[src/rtl/rgb_pkg.sv]
// Shared types and colour table for the tri-colour LED sequencer.
// Build macro RGB_SEQ_WHITE_EN adds WHITE (index 6) to the table.
package rgb_pkg;

   typedef enum logic [2:0] {
      RED     = 3'd0,
      YELLOW  = 3'd1,
      GREEN   = 3'd2,
      CYAN    = 3'd3,
      BLUE    = 3'd4,
      MAGENTA = 3'd5,
      WHITE   = 3'd6
   } color_t;

   typedef enum logic {
      MANUAL = 1'b0,
      AUTO   = 1'b1
   } mode_t;

`ifdef RGB_SEQ_WHITE_EN
   localparam int NUM_COLORS = 7;
`else
   localparam int NUM_COLORS = 6;
`endif

   // Table index to {R,G,B}; indices outside the active table drive dark.
   function automatic logic [2:0] idx_to_color(input logic [2:0] idx);
      case (color_t'(idx))
         RED:     return 3'b100;
         YELLOW:  return 3'b110;
         GREEN:   return 3'b010;
         CYAN:    return 3'b011;
         BLUE:    return 3'b001;
         MAGENTA: return 3'b101;
`ifdef RGB_SEQ_WHITE_EN
         WHITE:   return 3'b111;
`endif
         default: return 3'b000;
      endcase
   endfunction

endpackage

[src/rtl/rgb_pwm.sv]
// Shared PWM stage: free-running counter, duty compare and registered LED drive.
// Table contents depend on RGB_SEQ_WHITE_EN only through the colour fed in.
module rgb_pwm
   import rgb_pkg::*;
#(
   parameter int PWM_BITS = 8
) (
   input  logic                clk,
   input  logic                rst,
   input  logic [PWM_BITS-1:0] duty,
   input  logic [2:0]          color,
   output logic [2:0]          out
);

   localparam logic [PWM_BITS-1:0] CNT_ONE = PWM_BITS'(1);

   logic [PWM_BITS-1:0] pwm_cnt;
   logic                chan_en;

   // All-ones duty forces full-on so the top step reaches a true 100%.
   assign chan_en = (duty == '1) || (pwm_cnt < duty);

   always_ff @(posedge clk) begin
      if (!rst) begin
         pwm_cnt <= '0;
         out     <= 3'b000;
      end else begin
         pwm_cnt <= pwm_cnt + CNT_ONE;
         out     <= chan_en ? color : 3'b000;
      end
   end

endmodule

[src/rtl/rgb_sequencer.sv]
// Tri-colour LED sequencer: manual/auto colour stepping plus saturating brightness control.
// Define RGB_SEQ_WHITE_EN to extend the colour table with WHITE.
module rgb_sequencer
   import rgb_pkg::*;
#(
   parameter int PWM_BITS     = 8,
   parameter int AUTO_TICKS   = 1_000_000,
   parameter int DEFAULT_DUTY = 128,
   parameter int DUTY_STEP    = 16
) (
   input  logic       clk,
   input  logic       rst,
   input  logic       step,
   input  logic       mode_toggle,
   input  logic       bright,
   input  logic       dim,
   output logic [2:0] out,
   output logic [2:0] color_idx,
   output logic       auto_mode
);

   localparam int DWELL_W = $clog2(AUTO_TICKS);

   localparam logic [DWELL_W-1:0]  DWELL_LAST   = DWELL_W'(AUTO_TICKS - 1);
   localparam logic [DWELL_W-1:0]  DWELL_ONE    = DWELL_W'(1);
   localparam logic [2:0]          IDX_LAST     = 3'(NUM_COLORS - 1);
   localparam logic [2:0]          IDX_ONE      = 3'd1;
   localparam logic [PWM_BITS:0]   STEP_EXT     = (PWM_BITS + 1)'(DUTY_STEP);
   localparam logic [PWM_BITS:0]   DUTY_MAX_EXT = {1'b0, {PWM_BITS{1'b1}}};
   localparam logic [PWM_BITS-1:0] DUTY_MAX     = '1;
   localparam logic [PWM_BITS-1:0] DUTY_RST     = PWM_BITS'(DEFAULT_DUTY);

   mode_t               mode, mode_nxt;
   logic [DWELL_W-1:0]  dwell, dwell_nxt;
   logic [2:0]          idx_nxt;
   logic [PWM_BITS-1:0] duty, duty_nxt;
   logic                dwell_term;
   logic                advance;
   logic [2:0]          color_bits;

   // One extra bit of headroom lets the sum/borrow show saturation without wrap.
   function automatic logic [PWM_BITS-1:0] duty_up(input logic [PWM_BITS-1:0] d);
      logic [PWM_BITS:0] sum;
      sum = {1'b0, d} + STEP_EXT;
      return (sum > DUTY_MAX_EXT) ? DUTY_MAX : sum[PWM_BITS-1:0];
   endfunction

   function automatic logic [PWM_BITS-1:0] duty_dn(input logic [PWM_BITS-1:0] d);
      logic [PWM_BITS:0] diff;
      diff = {1'b0, d} - STEP_EXT;
      return diff[PWM_BITS] ? '0 : diff[PWM_BITS-1:0];
   endfunction

   always_comb begin
      dwell_term = (mode == AUTO) && (dwell == DWELL_LAST);
      // A step landing on the terminal count still produces a single advance.
      advance    = step || dwell_term;

      idx_nxt = color_idx;
      if (advance) begin
         idx_nxt = (color_idx == IDX_LAST) ? 3'd0 : color_idx + IDX_ONE;
      end

      mode_nxt = mode;
      if (mode_toggle) begin
         mode_nxt = (mode == AUTO) ? MANUAL : AUTO;
      end

      dwell_nxt = dwell + DWELL_ONE;
      if ((mode_nxt == MANUAL) || mode_toggle || advance) begin
         dwell_nxt = '0;
      end

      duty_nxt = duty;
      if (bright && !dim) begin
         duty_nxt = duty_up(duty);
      end else if (dim && !bright) begin
         duty_nxt = duty_dn(duty);
      end
   end

   always_ff @(posedge clk) begin
      if (!rst) begin
         mode      <= MANUAL;
         dwell     <= '0;
         color_idx <= 3'd0;
         duty      <= DUTY_RST;
      end else begin
         mode      <= mode_nxt;
         dwell     <= dwell_nxt;
         color_idx <= idx_nxt;
         duty      <= duty_nxt;
      end
   end

   assign auto_mode  = (mode == AUTO);
   assign color_bits = idx_to_color(color_idx);

   rgb_pwm #(
      .PWM_BITS (PWM_BITS)
   ) u_pwm (
      .clk   (clk),
      .rst   (rst),
      .duty  (duty),
      .color (color_bits),
      .out   (out)
   );

endmodule
[config.mk]
export PLATFORM = sky130hd
export DESIGN_NAME = rgb_sequencer
export DESIGN_NICKNAME = d
export VERILOG_FILES = /design/src/rtl/rgb_pkg.sv /design/src/rtl/rgb_pwm.sv /design/src/rtl/rgb_sequencer.sv
export SDC_FILE = /design/constraint.sdc
export NUM_CORES = 1
export LEC_CHECK = 0
export BUFFER_PORTS_ARGS = -buffer_cell sky130_fd_sc_hd__buf_4
export CAP_MARGIN = 20
export CORE_UTILIZATION = 45
export CTS_CLUSTER_SIZE = 40
export DETAILED_ROUTE_END_ITERATION = 10
export GPL_TIMING_DRIVEN = 0
export PLACE_DENSITY_LB_ADDON = 0.12
export SYNTH_ARGS = -nofsm -noshare
export SYNTH_HDL_FRONTEND = slang
export SYNTH_SLANG_ARGS = --single-unit
export TNS_END_PERCENT = 1
[constraint.sdc]
create_clock -name clk -period 1.7 [get_ports clk]
set_input_delay 0.255 -clock clk [delete_from_list [all_inputs] [get_ports clk]]
set_output_delay 0.255 -clock clk [all_outputs]
set_load 0.005 [all_outputs]
-- After elaboration in Yosys (flattened, before gate mapping)
Index checks and enable logic that the tools add are counted.
Widths: inputs -> output; s select.
- $add $sub $neg: 5
- magnitude comparators: 2
- eq/ne operators: 7
- muxes and demuxes: 8
- bitwise gates (word level): 2
- reduce and logical (&&, ||, !) cells: 13
- operators by type and width (operator ; count):
    $mux 8 ; 4
    $add 20x1->20 const B ; 1
    $eq 20x20->1 const B ; 1
    $pmux 3 s6 ; 1
    $add 8x5->9 const B ; 1
    $gt 9x8->1 const B ; 1
    $sub 8x5->9 const B ; 1
    $add 8x1->8 const B ; 1
    $eq 8x8->1 const B ; 1
    $lt 8x8->1 ; 1
    $eq 3x2->1 const B ; 2
    $eq 3x3->1 const B ; 2
    $logic_or 1x1->1 ; 4
    $add 3x1->3 const B ; 1
    $eq 3x1->1 const B ; 1
    $logic_and 1x1->1 ; 3
    $logic_not 3->1 ; 1
    $mux 3 ; 1
    $logic_not 1->1 ; 2
    $mux 1 ; 2
    $not 1->1 ; 2
    $reduce_and 2->1 ; 1
    $reduce_bool 2->1 ; 1
    $reduce_or 2->1 ; 1
- bits in registers: 43
- bits of input ports: 6
- output and inout bits: 7
- word-level logic and storage cells: 43

-- Logic depth before layout (Yosys ltp)
Gate-level depths: netlist of the first run.
- word-level depth: 6
- gate-level depth with buffers: 7
- depth with buffers taken out: 6

-- Hierarchy
Synthesis of the first run repeated with hierarchy kept, for this count alone.
- cells, all modules: 244
- area total of the unflattened synthesis: 2179.6 µm²
- modules (own cells, without submodules) (module ; instances ; cells an instance ; area an instance (µm²) ; sequential area each (µm²)):
    rgb_sequencer ; 1 ; 182 ; 1555.2 ; 580.6
    rgb_pwm ; 1 ; 62 ; 624.3 ; 220.2

-- Least setup slack after synthesis of the first run
No wires, ideal clock.
- path kind: reg-to-reg
- start: register duty[4]
- end: register duty[4]
- setup time: 0.060 ns
- arrival time: 1.787 ns
- required time: 1.640 ns
- setup slack: -0.147 ns
- stages on the path, launching flop included: 7
- path buffers: 0
- clock period less this slack: 1.847 ns
- path through: dfxtp_1 > inv_1 > ha_1 > nor4bb_1 > a21oi_1 > nor4b_2 > o311a_1
- word-level cells in the longest chain between the ends: 4
- elaborated cells between the ends (all ways): 7
- those cells by class: add/sub (2); order compare (1); mux (4)
- RTL lines (what ; RTL line ; RTL):
    from (decl) ; rgb_sequencer.sv:36 ; logic [PWM_BITS-1:0] duty, duty_nxt;
    from (signal assigned) ; rgb_sequencer.sv:92 ; duty <= duty_nxt;
    $add 8x5->9 / $sub 8x5->9 (equally long branches) ; rgb_sequencer.sv:44, rgb_sequencer.sv:50 ;
    $gt 9x8->1 / $mux 8 (equally long branches) ; rgb_sequencer.sv:45, rgb_sequencer.sv:51 ;
    $mux 8, on equally long branches ; rgb_sequencer.sv:45, rgb_sequencer.sv:77 ;
    $mux 8 (*) ; rgb_sequencer.sv:75 ; if (bright && !dim) begin
Mark *: on every way between the ends. The rest lies on a longest branch, timed or not. The select of a mux whose other input is x is not followed.
A chain may end at the register's enable or synchronous reset.

-- Worst setup path in the final report of the first run
- start: register duty[4]
- end: register duty[6]
The elaborated chain is that of the path after synthesis.

==> impl_metrics.env, run 1 <==
export IMPL_worstReg2RegEnd="duty[6]"
export IMPL_cts_tree="yes"
export IMPL_cp_cell_sequence="inv_4 -> ha_4 -> nor4bb_4 -> a211oi_2 -> nor4b_4 -> o311a_1"
export IMPL_dr_total_vias=1706
export IMPL_setup_slack_ns=-0.00919
export IMPL_ant_nets=0
export IMPL_synth_top_area_cell="dfxtp_1"
export IMPL_cts_sinks=40
export IMPL_synth_top_area_share_pct=37.8
export IMPL_n_fill_cell=415
export IMPL_drt_iter0_drc=78
export IMPL_min_delay_start="step"
export IMPL_reg2reg_depth=6
export IMPL_cts_buffers=5
export IMPL_multi_input_area_um2=1320
export IMPL_synth_seq_cells=40
export IMPL_place_area_um2=2290
export IMPL_wl_met2_um=1980
export IMPL_drc=0
export IMPL_violations="negative setup slack"
export IMPL_async_flop_share_pct=0
export IMPL_yosysSeqAreaShare_pct=37.8
export IMPL_cts_htree_levels=2
export IMPL_crit_type="reg -> reg"
export IMPL_worstReg2RegStart="duty[4]"
export IMPL_rsz0062_at_grt="yes"
export IMPL_rows=24
export IMPL_firstDrtPassIters=4
export IMPL_final_nets=279
export IMPL_status="finished with violations"
export IMPL_power_per_cell_area_nw_per_um2=770
export IMPL_crit_path_start_kind="register"
export IMPL_critPathMaxFanout=4
export IMPL_antenna_found_initial=0
export IMPL_pre_cts_slack_ns=-0.245
export IMPL_final_hold_viol_count=0
export IMPL_hold_depth=3
export IMPL_yosys_top_cells_count="dfxtp_1, nor2_1, ha_1, nand2_1"
export IMPL_hold_worst_slack_ns=0.302
export IMPL_gp_congestion=0.817
export IMPL_ios=13
export IMPL_worst_r2r_setup_slack_ns=-0.009
export IMPL_setup_tns_final_ns=-0.00919
export IMPL_seq_area_um2=818
export IMPL_drt_wirelength_per_cell_um=13.5
export IMPL_clockRootBuffer="clkbuf_8"
export IMPL_arrival_ns=1.93
export IMPL_synth_flop_cell="dfxtp_1"
export IMPL_power_mw=1.92
export IMPL_placedCellCount=301
export IMPL_core_area_um2=4440
export IMPL_syn_avg_cell_area_um2=8.94
export IMPL_maxSlewHeadroom_pct=69.4
export IMPL_synth_edf_count=0
export IMPL_overflow=0
export IMPL_vias_per_cell=5.50
export IMPL_crit_path_end_kind="register"
export IMPL_min_path_type="in -> reg"
export IMPL_ys_warn_count=0
export IMPL_wl_met3_um=74
export IMPL_fin_worst_skew_ns=0.00624
export IMPL_netlist_instances=237
export IMPL_clk_latency_ns=0.29
export IMPL_tightest_slew_ns=0.454
export IMPL_cp_num_buf_inv=1
export IMPL_n_antenna_cell=0
export IMPL_dieArea_um2=4990
export IMPL_max_vdd_ir_drop_mv=0.537
export IMPL_grt_pass1_wl_um=7400
export IMPL_cp_slowest_cell="dfxtp_4"
export IMPL_die_h_um=70.6
export IMPL_initial_core_util_pct=47.7
export IMPL_hpwl_um=2900
export IMPL_synth_area_um2=2120
export IMPL_drt_met1_wl_um=2060
export IMPL_hold_path_end="color_idx[2]"
export IMPL_fp_dieW_um=70.6
export IMPL_final_core_util_pct=56.2
export IMPL_fin_area_um2=2500
export IMPL_startpoint="duty[4]"
export IMPL_synthesis_nets=258
export IMPL_fin_crit_sh_pct=101
export IMPL_fin_crit_ns=1.71
export IMPL_crit_family="simple AND/OR/NAND/NOR gates"
export IMPL_drv_slew=0
export IMPL_grt_usage_pct=18.7
export IMPL_port_buffers=12
export IMPL_fmax_ghz=0.585
export IMPL_fin_cells=310
export IMPL_p_leak_nw=0.970
export IMPL_grt_pass1_vias=1613
export IMPL_topRoutingLayerUsed="met4"
export IMPL_synthMostInstantiatedCell="dfxtp_1"
export IMPL_setup_violations_final=1
export IMPL_required_ns=1.92
export IMPL_drt_wl_total_um=4190
export IMPL_maxCapViolations=0
export IMPL_synth_cell_types=46
export IMPL_area_growth_pct=17.8
export IMPL_cpPeakStageDelay_ns=0.38
export IMPL_clk_pin_slew_ns=0.07
export IMPL_grt_max_degree=12
export IMPL_synth_area_leaders="dfxtp_1, ha_1, xor2_1"
export IMPL_cts_buffer_depth=2
export IMPL_drive_above_1_share_pct=19.8
layout by cell type, fill, tap and decap left out, types with 2 or more instances in the layout:
cell type	netlist	final
nand3_1	12	12
clkbuf_8	0	5
and3_1	4	4
nand4_1	7	7
o21ai_0	6	5
xor2_1	14	14
nor4b_2	1	2
inv_1	13	11
mux2i_1	2	2
xnor2_1	5	5
nor2b_1	5	5
and4_1	4	4
a21o_1	2	2
dfxtp_1	40	32
o2111ai_1	2	2
or3_1	5	5
o311a_1	3	3
ha_4	0	2
ha_1	15	12
dfxtp_4	0	3
a211oi_1	4	3
o31ai_1	3	3
and2_1	12	12
a21oi_2	1	2
clkbuf_1	4	3
buf_6	1	2
clkbuf_4	0	2
nor2_1	18	18
buf_4	1	16
dfxtp_2	0	5
nand2b_1	2	2
a21oi_1	14	13
nand2_1	15	15
cell families after synthesis:
kind of cell | synth area share [%]
xor+xnor | 7.86
buf+inv | 4.55
flops | 37.8
fa+ha+maj | 8.86
mux | 0.945
compound gates | 14.3
simple gates | 25.7
flip-flops by register name (all words and copies together) (netlist names):
| name | cells |
|---|---|
| u_pwm.pwm_cnt | 8 |
| auto_mode | 1 |
| color_idx | 3 |
| duty | 5 |
| u_pwm.out | 3 |
| dwell | 20 |
worst reg2reg max path: stages, from the launching register on:
cell and delay (ns):
dfxtp_4 0.38, inv_4 0.06, ha_4 0.26, nor4bb_4 0.25, a211oi_2 0.14, nor4b_4 0.36
o311a_1 0.20
area by class of cell:
class,count,share of cell area [%]
multi-input combinational,175,52.7
buffer,7,1.95
clock buffer,6,2.91
clock inverter,1,0.201
timing repair buffer,16,4.81
inverter,13,2.06
tap,52,2.61
sequential,40,32.8
how the worst max path moves through the flow:
stage / end / cells past startpoint
floorplan: duty[4] / 6
global placement: u_pwm.out[2] / 7
detailed placement: u_pwm.out[2] / 7
CTS: duty[4] / 6
global route: duty[6] / 6
finish: duty[6] / 6
per-layer routing:
metal / global-route usage [%] / up-vias
met2: 29.9 / 16
met4: 9.11 / 0
met1: 24.5 / 793
met3: 3.42 / 7
met5: 0 / -
li1: - / 890
power by group:
group          internal, mW  switching (mW)  total (mW)
Combinational         0.160           0.151       0.311
Sequential            0.975          0.0451        1.02
Clock                 0.279           0.311       0.590
what timing repair did:
item | CTS | global route
pin swaps | 4 | 6
buffers inserted | 2 | 2
setup endpoints to repair | 8 | 27
resized for setup | 12 | 16
hold buffers | 0 | 0
(Power assumes the default switching activity.)
==> run 2: changes to the inputs <==
--- a/config.mk
+++ b/config.mk
@@ -12,6 +12,7 @@
 export DETAILED_ROUTE_END_ITERATION = 10
 export GPL_TIMING_DRIVEN = 0
 export PLACE_DENSITY_LB_ADDON = 0.12
+export REMOVE_ABC_BUFFERS = 1
 export SYNTH_ARGS = -nofsm -noshare
 export SYNTH_HDL_FRONTEND = slang
 export SYNTH_SLANG_ARGS = --single-unit
==> impl_metrics.env, run 2 (synthesis results as in run 1) <==
export IMPL_status="finished with violations"
export IMPL_violations="negative setup slack"
export IMPL_cts_hold_buf=0
export IMPL_setup_slack_ns=-0.0353
export IMPL_crit_path_end_kind="register"
export IMPL_intPower_mw=1.41
export IMPL_combinationalPowerShare_pct=15.1
export IMPL_fmax_ghz=0.576
export IMPL_regMostFlops="dwell"
export IMPL_drt_wl_total_um=4150
export IMPL_worst_r2r_setup_slack_ns=-0.04
export IMPL_dr_total_vias=1674
export IMPL_n_antenna_cell=0
export IMPL_clockRootBuffer="clkbuf_8"
export IMPL_clockPowerShare_pct=32.4
export IMPL_fin_worst_skew_ns=0.00484
export IMPL_vias_per_cell=5.56
export IMPL_hold_worst_slack_ns=0.281
export IMPL_hpwl_um=2700
export IMPL_critPathMaxFanout=4
export IMPL_required_ns=1.94
export IMPL_cts_htree_levels=2
export IMPL_maxSlewHeadroom_pct=73.1
export IMPL_final_common_cell="dfxtp_1"
export IMPL_worstReg2RegStart="duty[4]"
export IMPL_die_h_um=70.6
export IMPL_setup_violations_final=4
export IMPL_final_cell_mix="dfxtp_1, nor2_1, nand2_1"
export IMPL_fin_crit_sh_pct=102
export IMPL_final_hold_viol_count=0
export IMPL_tightest_slew_ns=0.404
export IMPL_clk_pin_slew_ns=0.08
export IMPL_gp_congestion=0.781
export IMPL_dieArea_um2=4990
export IMPL_fin_crit_ns=1.74
export IMPL_cts_tree="yes"
export IMPL_crit_path_start_kind="register"
export IMPL_fp_dieW_um=70.6
export IMPL_reg_largest_list="dwell: 20 flops, u_pwm.pwm_cnt: 8 flops, duty: 5 flops"
export IMPL_place_area_um2=2230
export IMPL_hold_path_end="color_idx[2]"
export IMPL_drc=0
export IMPL_min_path_type="in -> reg"
export IMPL_p_leak_nw=0.940
export IMPL_netSwitchingFraction_pct=27.7
export IMPL_cp_cell_sequence="inv_4 -> ha_4 -> nor4bb_4 -> a21oi_2 -> nor4b_4 -> o311a_1"
export IMPL_cts_buffers=5
export IMPL_cts_sinks=40
export IMPL_clk_latency_ns=0.29
export IMPL_rows=24
export IMPL_grt_pass1_vias=1514
export IMPL_hold_depth=3
export IMPL_rsz0062_at_grt="yes"
export IMPL_antenna_found_initial=0
export IMPL_worstReg2RegEnd="duty[4]"
export IMPL_ios=13
export IMPL_power_switching_uw=539
export IMPL_grt_max_degree=24
export IMPL_grt_usage_pct=18.1
export IMPL_core_area_um2=4440
export IMPL_cp_num_buf_inv=1
export IMPL_port_buffers=12
export IMPL_drt_iter0_drc=57
export IMPL_arrival_ns=1.97
export IMPL_overflow=0
export IMPL_reg2reg_depth=6
export IMPL_largest_reg_flops=20
export IMPL_fin_area_um2=2460
export IMPL_final_nets=269
export IMPL_initial_core_util_pct=47.7
export IMPL_ant_nets=0
export IMPL_max_vdd_ir_drop_mv=0.533
export IMPL_drv_slew=0
export IMPL_cts_buffer_depth=2
export IMPL_maxCapViolations=0
export IMPL_firstDrtPassIters=4
export IMPL_grt_pass1_wl_um=7140
export IMPL_cpPeakStageDelay_ns=0.39
export IMPL_min_delay_start="step"
export IMPL_crit_family="simple AND/OR/NAND/NOR gates"
export IMPL_cp_slowest_cell="nor4b_4"
export IMPL_area_growth_pct=16.1
export IMPL_drt_wirelength_per_cell_um=13.8
export IMPL_pwr_share_seq_pct=52.5
export IMPL_power_per_cell_area_nw_per_um2=793
export IMPL_crit_type="reg -> reg"
export IMPL_pre_cts_slack_ns=-0.446
export IMPL_final_core_util_pct=55.3
export IMPL_drive_above_1_share_pct=19.7
-- run 2: timing repair --
action | CTS | global route
setup endpoints to repair | 25 | 25
pin swaps | 7 | 3
resized for setup | 21 | 17
setup buffers | 1 | 0
-- run 2: power groups by stage --
stage                     Sequential, mW  Combinational (mW)  Clock [mW]
after floorplan                     1.03               0.171           0
after global placement              1.04               0.243           0
after detailed placement            1.04               0.246           0
after CTS                           1.02               0.281       0.655
after global routing                1.03               0.331       0.700
final                               1.02               0.295       0.631
-- run 2: worst reg2reg max path: cells and delay by family (launching register included) --
| kind | cells | cell delay (ns) |
|---|---|---|
| AND/OR/NAND/NOR | 2 | 0.67 |
| adder cells (fa/ha/maj) | 1 | 0.27 |
| buffers and inverters | 1 | 0.06 |
| AO/OA/AOI/OAI | 2 | 0.32 |
| flip-flops | 1 | 0.38 |
-- run 2: final cells by class --
class                           instances  area (µm²)
Fill cell                             407        1980
Multi-Input combinational cell        175        1340
Sequential cell                        40         818
Timing Repair Buffer                   13        97.6
Clock buffer                            5        68.8
Tap cell                               52        65.1
Inverter                               13        53.8
Clock inverter                          3        18.8
-- run 2: routing by layer --
| metal | up-vias | GRT usage (%) | routed length [µm] |
|---|---|---|---|
| met2 | 7 | 28.8 | 1950 |
| met5 | - | 0 | 0 |
| met3 | 8 | 3.85 | 63 |
| met1 | 784 | 23.9 | 2070 |
| met4 | 0 | 8.00 | 68 |
| li1 | 875 | - | - |
-- run 2: worst max path at each step --
| stage | from | endpoint | cells past startpoint |
|---|---|---|---|
| 2_1_floorplan | duty[4] | duty[4] | 6 |
| 3_3_place_gp | duty[4] | duty[4] | 6 |
| 3_5_place_dp | duty[4] | duty[4] | 6 |
| 4_1_cts | dwell[6] | dwell[19] | 4 |
| 5_1_grt | duty[4] | duty[5] | 6 |
| 6_report | duty[4] | duty[4] | 6 |
-- run 2: metrics by stage --
stage	setup TNS (ns)	instances	total power [mW]
final	-0.103	301	1.95
after detailed placement	-7.89	292	1.28
after global placement	-8.08	292	1.28
after floorplan	-0.554	228	1.20
after global routing	-0.596	301	2.06
after CTS	0	301	1.95
==> run 3: changes to the inputs <==
--- a/config.mk
+++ b/config.mk
@@ -10,7 +10,6 @@
 export CORE_UTILIZATION = 45
 export CTS_CLUSTER_SIZE = 40
 export DETAILED_ROUTE_END_ITERATION = 10
-export GPL_TIMING_DRIVEN = 0
 export PLACE_DENSITY_LB_ADDON = 0.12
 export REMOVE_ABC_BUFFERS = 1
 export SYNTH_ARGS = -nofsm -noshare
==> impl_metrics.env, run 3 (synthesis results as in run 1) <==
export IMPL_critPathMaxFanout=4
export IMPL_maxSlewHeadroom_pct=77.1
export IMPL_worst_r2r_setup_slack_ns=0.0009
export IMPL_reg_largest_list="dwell: 20 flops, u_pwm.pwm_cnt: 8 flops, duty: 5 flops"
export IMPL_crit_path_start_kind="register"
export IMPL_gp_congestion=0.763
export IMPL_reg2reg_depth=7
export IMPL_initial_core_util_pct=47.7
export IMPL_max_vdd_ir_drop_mv=0.486
export IMPL_min_delay_start="step"
export IMPL_largest_reg_flops=20
export IMPL_core_area_um2=4440
export IMPL_setup_slack_ns=0.000890
export IMPL_fp_dieW_um=70.6
export IMPL_clockRootBuffer="clkbuf_8"
export IMPL_ant_nets=0
export IMPL_fin_cells=325
export IMPL_vias_per_cell=5.38
export IMPL_n_antenna_cell=0
export IMPL_final_common_cell="dfxtp_1"
export IMPL_maxCapViolations=0
export IMPL_fmax_ghz=0.589
export IMPL_area_growth_pct=23.1
export IMPL_grt_pass1_wl_um=7010
export IMPL_firstDrtPassIters=4
export IMPL_fin_crit_ns=1.70
export IMPL_crit_type="reg -> reg"
export IMPL_antenna_found_initial=0
export IMPL_cts_tree="yes"
export IMPL_crit_path_end_kind="register"
export IMPL_hold_worst_slack_ns=0.278
export IMPL_cts_htree_levels=2
export IMPL_hold_depth=3
export IMPL_port_buffers=12
export IMPL_status="completed"
export IMPL_drt_wirelength_per_cell_um=12.6
export IMPL_fin_worst_skew_ns=0.0107
export IMPL_rsz0062_at_grt="yes"
export IMPL_overflow=0
export IMPL_ios=13
export IMPL_setup_violations_final=0
export IMPL_dieArea_um2=4990
export IMPL_grt_usage_pct=17.6
export IMPL_dr_total_vias=1750
export IMPL_placedCellCount=317
export IMPL_fin_crit_sh_pct=99.9
export IMPL_cts_buffers=5
export IMPL_hold_path_end="color_idx[2]"
export IMPL_final_cell_mix="dfxtp_1, buf_4, nor2_1"
export IMPL_pre_cts_slack_ns=-0.175
export IMPL_final_core_util_pct=58.7
export IMPL_final_hold_viol_count=0
export IMPL_post_cts_setup_buffers=0
export IMPL_required_ns=1.93
export IMPL_cts_sinks=40
export IMPL_cts_buffer_depth=2
export IMPL_power_per_cell_area_nw_per_um2=813
export IMPL_clk_pin_slew_ns=0.08
export IMPL_drv_slew=0
export IMPL_p_leak_nw=1.05
export IMPL_rows=24
export IMPL_arrival_ns=1.93
export IMPL_clk_latency_ns=0.30
export IMPL_drive_above_1_share_pct=22.7
export IMPL_drt_iter0_drc=89
export IMPL_drt_wl_total_um=4090
export IMPL_die_h_um=70.6
export IMPL_grt_max_degree=24
export IMPL_min_path_type="in -> reg"
export IMPL_worstReg2RegEnd="duty[5]"
export IMPL_worstReg2RegStart="duty[5]"
export IMPL_grt_pass1_vias=1624
export IMPL_hpwl_um=3010
export IMPL_drc=0
export IMPL_final_nets=293
export IMPL_regMostFlops="dwell"
export IMPL_tightest_slew_ns=0.342
==> run 3: worst max path at each step <==
stage	from	to	slack (ns)
global placement	duty[4]	duty[5]	-0.15
floorplan	duty[4]	duty[4]	-0.15
finish	duty[5]	duty[5]	0.0009
detailed placement	duty[4]	duty[4]	-0.18
global route	duty[5]	duty[5]	-0.13
CTS	duty[5]	duty[4]	0.006
==> run 3: power breakdown <==
| group | internal [mW] | switching, mW |
|---|---|---|
| logic | 0.181 | 0.170 |
| clock network | 0.436 | 0.333 |
| registers | 0.974 | 0.0261 |
==> run 3: what timing repair did <==
item,4_1_cts,5_1_grt
hold buffers,0,0
pin swaps,7,4
endpoints found under the setup margin,4,25
gates cloned,0,0
resized for setup,12,6
==> run 3: metrics by stage <==
step / area (µm²) / TNS (ns) / total power [mW]
2_1_floorplan: 2070 / -0.554 / 1.20
3_3_place_gp: 2410 / -0.556 / 1.33
3_5_place_dp: 2410 / -0.663 / 1.33
4_1_cts: 2580 / 0 / 2.15
5_1_grt: 2610 / -0.461 / 2.23
6_report: 2610 / 0 / 2.12
==> run 3: layer usage <==
layer | vias to the layer above | GRT usage (%) | routed length [µm]
met5 | - | 0 | 0
met4 | 0 | 6.00 | 46
met3 | 5 | 3.42 | 97
met2 | 17 | 31.4 | 1930
met1 | 810 | 21.4 | 2010
li1 | 918 | - | -
==> run 3: area by class of cell <==
cell class	count	area (µm²)
fillers	410	1840
well taps	52	65.1
repair buffers	37	282
flip-flops and latches	40	803
multi-input cells	175	1300
clock buffers	6	72.6
inverters	13	48.8
clock inverters	2	35.0
==> run 3: critical path, cell delays in order (launching register included) <==
cell and delay (ns):
dfxtp_2 0.33, buf_6 0.13, ha_4 0.16, nor4bb_4 0.31, a211oi_2 0.12, nor4b_2 0.29, buf_4 0.18, o311a_1 0.13
